--- config.mk ---
export PLATFORM = sky130hd
export DESIGN_NAME = button_conditioner
export DESIGN_NICKNAME = d
export VERILOG_FILES = /design/src/rtl/lock_pkg.sv /design/src/rtl/button_conditioner_sync_ff.sv /design/src/rtl/button_conditioner.sv
export SDC_FILE = /design/constraint.sdc
export NUM_CORES = 1
export LEC_CHECK = 0
export ABC_AREA = 1
export CELL_PAD_IN_SITES_DETAIL_PLACEMENT = 0
export CELL_PAD_IN_SITES_GLOBAL_PLACEMENT = 1
export CORE_MARGIN = 5
export CORE_UTILIZATION = 42
export CTS_CLUSTER_SIZE = 25
export DETAILED_ROUTE_END_ITERATION = 7
export GPL_TIMING_DRIVEN = 0
export PLACE_DENSITY = 0.75
export SYNTH_ARGS = -nofsm -noshare
export SYNTH_HDL_FRONTEND = slang
export SYNTH_SLANG_ARGS = --single-unit
export TNS_END_PERCENT = 50
--- constraint.sdc ---
create_clock -name Clock -period 2.2 [get_ports Clock]
set_input_delay 0.33 -clock Clock [delete_from_list [all_inputs] [get_ports Clock]]
set_output_delay 0.33 -clock Clock [all_outputs]
set_load 0.1 [all_outputs]
--- src/rtl/lock_pkg.sv ---
// Shared types and board timing defaults for the lock's pushbutton front ends.
package lock_pkg;

    typedef enum logic [2:0] {
        IDLE,
        PRESS_WAIT,
        PRESSED,
        LONG_HELD,
        RELEASE_WAIT
    } btn_state_t;

    // 100 MHz board clock: 10 ms debounce, 2 s long press.
    localparam int unsigned DEB_10MS = 1000000;
    localparam int unsigned LONG_2S  = 200000000;

endpackage

--- src/rtl/button_conditioner_sync_ff.sv ---
// Multi-flop synchroniser for one asynchronous input bit, cleared to 0 on reset.
module sync_ff #(
    parameter int unsigned SYNC_STAGES = 2
) (
    input  logic clk_i,
    input  logic rst_i,
    input  logic d_i,
    output logic q_o
);

    logic [SYNC_STAGES-1:0] sync_q;

    always_ff @(posedge clk_i or posedge rst_i) begin
        if (rst_i) begin
            sync_q <= '0;
        end else begin
            sync_q <= {sync_q[SYNC_STAGES-2:0], d_i};
        end
    end

    assign q_o = sync_q[SYNC_STAGES-1];

endmodule

--- src/rtl/button_conditioner.sv ---
// Pushbutton front end: synchronise, debounce press/release independently, and emit
// registered level plus one-cycle press, release and long-press strobes.
module button_conditioner
    import lock_pkg::*;
#(
    parameter int unsigned SYNC_STAGES     = 2,
    parameter int unsigned DEBOUNCE_CYCLES = DEB_10MS,
    parameter int unsigned LONG_CYCLES     = LONG_2S
) (
    input  logic Clock,
    input  logic Reset,
    input  logic Button,
    output logic Level,
    output logic Pulse,
    output logic ReleasePulse,
    output logic LongPulse
);

    localparam int unsigned DEB_W  = $clog2(DEBOUNCE_CYCLES + 1);
    localparam int unsigned HOLD_W = $clog2(LONG_CYCLES + 1);

    localparam logic [DEB_W-1:0]  DEB_ONE  = DEB_W'(1);
    localparam logic [DEB_W-1:0]  DEB_MAX  = DEB_W'(DEBOUNCE_CYCLES);
    localparam logic [HOLD_W-1:0] HOLD_ONE = HOLD_W'(1);
    localparam logic [HOLD_W-1:0] HOLD_MAX = HOLD_W'(LONG_CYCLES);

    logic btn_s;

    btn_state_t        state_q, state_d;
    logic [DEB_W-1:0]  deb_cnt_q, deb_cnt_d;
    logic [HOLD_W-1:0] hold_cnt_q, hold_cnt_d;
    logic              long_q, long_d;
    logic              level_q, level_d;
    logic              pulse_q, pulse_d;
    logic              rel_q, rel_d;
    logic              longp_q, longp_d;

    sync_ff #(
        .SYNC_STAGES(SYNC_STAGES)
    ) u_sync (
        .clk_i(Clock),
        .rst_i(Reset),
        .d_i  (Button),
        .q_o  (btn_s)
    );

    always_ff @(posedge Clock or posedge Reset) begin
        if (Reset) begin
            state_q    <= IDLE;
            deb_cnt_q  <= '0;
            hold_cnt_q <= '0;
            long_q     <= 1'b0;
            level_q    <= 1'b0;
            pulse_q    <= 1'b0;
            rel_q      <= 1'b0;
            longp_q    <= 1'b0;
        end else begin
            state_q    <= state_d;
            deb_cnt_q  <= deb_cnt_d;
            hold_cnt_q <= hold_cnt_d;
            long_q     <= long_d;
            level_q    <= level_d;
            pulse_q    <= pulse_d;
            rel_q      <= rel_d;
            longp_q    <= longp_d;
        end
    end

    always_comb begin
        state_d    = state_q;
        deb_cnt_d  = deb_cnt_q;
        hold_cnt_d = hold_cnt_q;
        long_d     = long_q;
        pulse_d    = 1'b0;
        rel_d      = 1'b0;
        longp_d    = 1'b0;

        unique case (state_q)
            IDLE: begin
                if (btn_s) begin
                    state_d   = PRESS_WAIT;
                    deb_cnt_d = DEB_ONE;
                end else begin
                    deb_cnt_d = '0;
                end
            end
            PRESS_WAIT: begin
                if (!btn_s) begin
                    state_d   = IDLE;
                    deb_cnt_d = '0;
                end else if (deb_cnt_q == DEB_MAX) begin
                    state_d    = PRESSED;
                    hold_cnt_d = HOLD_ONE;
                    long_d     = 1'b0;
                    pulse_d    = 1'b1;
                end else begin
                    deb_cnt_d = deb_cnt_q + 1'b1;
                end
            end
            PRESSED: begin
                if (!btn_s) begin
                    state_d   = RELEASE_WAIT;
                    long_d    = 1'b0;
                    deb_cnt_d = DEB_ONE;
                end else if (hold_cnt_q == HOLD_MAX) begin
                    state_d = LONG_HELD;
                    longp_d = 1'b1;
                end else begin
                    hold_cnt_d = hold_cnt_q + 1'b1;
                end
            end
            LONG_HELD: begin
                if (!btn_s) begin
                    state_d   = RELEASE_WAIT;
                    long_d    = 1'b1;
                    deb_cnt_d = DEB_ONE;
                end
            end
            RELEASE_WAIT: begin
                // A release glitch resumes the held state with hold_cnt intact and no re-strobe.
                if (btn_s) begin
                    state_d   = long_q ? LONG_HELD : PRESSED;
                    deb_cnt_d = '0;
                end else if (deb_cnt_q == DEB_MAX) begin
                    state_d   = IDLE;
                    deb_cnt_d = '0;
                    rel_d     = 1'b1;
                end else begin
                    deb_cnt_d = deb_cnt_q + 1'b1;
                end
            end
            default: begin
                state_d   = IDLE;
                deb_cnt_d = '0;
            end
        endcase

        level_d = (state_d == PRESSED) || (state_d == LONG_HELD) || (state_d == RELEASE_WAIT);
    end

    assign Level        = level_q;
    assign Pulse        = pulse_q;
    assign ReleasePulse = rel_q;
    assign LongPulse    = longp_q;

endmodule

==> load_flow_metrics.sql <==
INSERT INTO impl_metrics (metric_group, metric, value, unit) VALUES
('sta', 'setup_slack', '82.8', 'ps'),
('global_route', 'global_route_wire_length_before_repair', '17.0', 'mm'),
('clock_tree', 'numCtsBuffers', '9', ''),
('synth', 'edff_count_synth', '0', ''),
('clock_tree', 'post_cts.repair.setup_buffers', '0', ''),
('floorplanning', 'initial_core_util', '42.5', '%'),
('clock_tree', 'clockRootBuffer', 'sky130_fd_sc_hd__clkbuf_8', ''),
('cells_and_area', 'fillers', '948', ''),
('route', 'drc', '0', ''),
('global_route', 'globalRouteOverflowTotal', '0', ''),
('synth', 'dominantRegCellSynth', 'sky130_fd_sc_hd__dfrtp_1', ''),
('synth', 'post-synth-top-count-cell', 'sky130_fd_sc_hd__nand2_1', ''),
('sta', 'worst_clock_skew', '7.25', 'ps'),
('pwr', 'power_leakage', '1.88', 'nW'),
('worst_setup_path', 'crit_chain', 'clkdlybuf4s50_1', ''),
('synth', 'postSynthNetCount', '567', ''),
('synth', 'post_synth_instance_area', '0.00385', 'mm2'),
('sta', 'timing_hold_violations_final', '0', ''),
('sta', 'fin_worst_hold_slack', '302', 'ps'),
('clock_tree', 'cts_tree', 'done', ''),
('floorplanning', 'fp.dieArea', '0.0112', 'mm2'),
('outcome', 'status', 'finished, final reports clean', ''),
('synth', 'netlist-cell-type-count', '32', ''),
('clock_tree', 'clock_tree.htree_level_count', '3', ''),
('route', 'drtAntennaViolNets', '0', ''),
('cells_and_area', 'regArea', '0.00145', 'mm2'),
('sta', 'rsz_0062_raised_after_global_routing', 'no', ''),
('sta', 'final.min_clock_period', '2120', 'ps'),
('min_path', 'hp-class', 'input port to asynchronous set/reset pin', ''),
('worst_setup_path', 'timing.critical_path.fanout_max', '1', ''),
('cells_and_area', 'syn_to_final_growth', '11.2', '%'),
('sta', 'setup_viol', '0', ''),
('placed_design', 'pre_cts_ws', '185', 'ps'),
('cells_and_area', 'finalInstanceArea', '0.00428', 'mm2'),
('floorplanning', 'dieWidth', '106', 'um'),
('global_route', 'grt_usage', '19.2', '%'),
('worst_setup_path', 'setup.worst_path.class', 'flop to output pin', ''),
('clock_tree', 'clock_tree_buf_depth', '2', ''),
('worst_setup_path', 'startpoint_type', 'flop', ''),
('worst_setup_path', 'reg2regPathDepth', '12', ''),
('worst_setup_path', 'crit-reg2reg-launch', 'hold_cnt_q[1]', ''),
('route', 'first_pass_iters', '4', ''),
('worst_setup_path', 'worst-endpoint-arrival', '1790', 'ps'),
('cells_and_area', 'layout.nets', '585', ''),
('synth', 'synthCells', '560', ''),
('synth', 'synth_top_area_cell', 'sky130_fd_sc_hd__dfrtp_1', ''),
('floorplanning', 'chipHeight', '106', 'um'),
('worst_setup_path', 'critical-path-top-delay-family', 'buffers and inverters', ''),
('placed_design', 'dp_hpwl', '7.84', 'mm'),
('worst_setup_path', 'timing.critical_path.slowest_stage_cell', 'sky130_fd_sc_hd__clkdlybuf4s50_1', ''),
('sta', 'worstMarginPinSlew', '964', 'ps'),
('worst_setup_path', 'worst-r2r-setup-slack', '200', 'ps'),
('worst_setup_path', 'critical_path.endpoint_type', 'output pin', ''),
('cells_and_area', 'antenna_cell_count', '0', ''),
('floorplanning', 'core.rowCount', '35', ''),
('clock_tree', 'cts.sinks', '58', ''),
('route', 'viasPerCell', '5.12', ''),
('pwr', 'power_density', '517', 'mW/mm2'),
('synth', 'yosysSeqAreaShare', '37.7', '%'),
('route', 'dr_total_vias', '3553', ''),
('placed_design', 'finalWeightedCongestion', '0.867', ''),
('pwr', 'worst_ir_drop_vdd', '0.223', 'mV'),
('clock_tree', 'worstSkewPairLatency', '340', 'ps'),
('sta', 'final-max-slew-violation-count', '0', ''),
('global_route', 'grt_max_degree', '42', ''),
('cells_and_area', 'utilization', '47.2', '%'),
('cells_and_area', 'combined_area_of_the_multi_input_logic_cells', '0.00201', 'mm2'),
('synth', 'postSynthRegisterBits', '58', ''),
('synth', 'postSynthAreaPerCell', '6.87', 'um2'),
('worst_setup_path', 'required_time_at_the_endpoint_of_the_critical_path', '1870', 'ps'),
('worst_setup_path', 'cp_slowest_stage_delay', '1130', 'ps');
-- report_power, final --
part / total [mW] / switching (mW) / internal, mW
Clock: 1.03 / 0.443 / 0.583
Sequential: 1.08 / 0.00773 / 1.08
Combinational: 0.104 / 0.0706 / 0.0335
Total: 2.21 / 0.521 / 1.69
-- layer usage --
metal | GRT usage, % | part of all wire, %
met1 | 21.6 | 43
met2 | 35.2 | 54
met3 | 4.59 | 2.0
met4 | 6.57 | 1.2
met5 | 0 | 0
-- area by class of cell --
cell class	instances	area share (%)
multi-input cells	408	46.9
flip-flops and latches	58	33.9
inverters	81	7.17
clock buffers	12	3.63
well taps	111	3.25
plain buffers	13	2.08
repair buffers	7	1.87
clock inverters	4	1.17
-- how the worst max path moves through the flow --
stage / start / to / slack (ps) / cells past startpoint
floorplan: Reset / Level / 440 / 1
global placement: Reset / deb_cnt_q[16] / -710 / 2
detailed placement: hold_cnt_q[1] / hold_cnt_q[4] / 180 / 12
CTS: LongPulse / LongPulse / 50 / 1
global route: Pulse / Pulse / 10 / 1
finish: LongPulse / LongPulse / 80 / 1
-- what timing repair did --
action	in CTS	in global routing
resized for setup	0	1
hold buffers	0	0
setup endpoints to repair	0	1
-- state kept, by name (all words and copies together) (netlist names) --
register	flops
long_q	1
hold_cnt_q	28
Level	1
state_q	3
deb_cnt_q	20
LongPulse	1
ReleasePulse	1
u_sync.sync_q	2
Pulse	1
-- cell families (layout without fill, tap and decap cells) --
group,Yosys count,in the layout,synth area share [%]
buffers and inverters,94,117,10.3
and+or+nand+nor,329,329,37.9
xor gates and xnor gates,13,13,2.96
DFF,58,58,37.7
adders and majority gates,4,4,1.30
AOI/OAI and AO/OA,62,62,9.82
-- through the flow --
step | TNS, ps | cells | total power, mW
2_1_floorplan | 0 | 560 | 1.18
5_1_grt | 0 | 694 | 2.33
6_report | 0 | 694 | 2.21
3_5_place_dp | 0 | 678 | 1.21
3_3_place_gp | -40950 | 677 | 1.20
4_1_cts | 0 | 694 | 2.26
-- placed cells by master (no fill, tap or decap), drive strengths merged --
cell and instances:
buf 13, nand2 140, nor4 2, o21ai 43, clkinvlp 2, ha 4
a21oi 13, nor3b 1, nor3 28, a21boi 1, o31ai 1, inv 81
clkbuf 13, nand4 15, a21o 3, clkdlybuf4s50 6, nand3 56, dfrtp 58
clkinv 1, o21a 1, xor2 13, nor2 86, nand3b 1, bufinv 1
No activity file was read; power rests on OpenSTA's default activity.
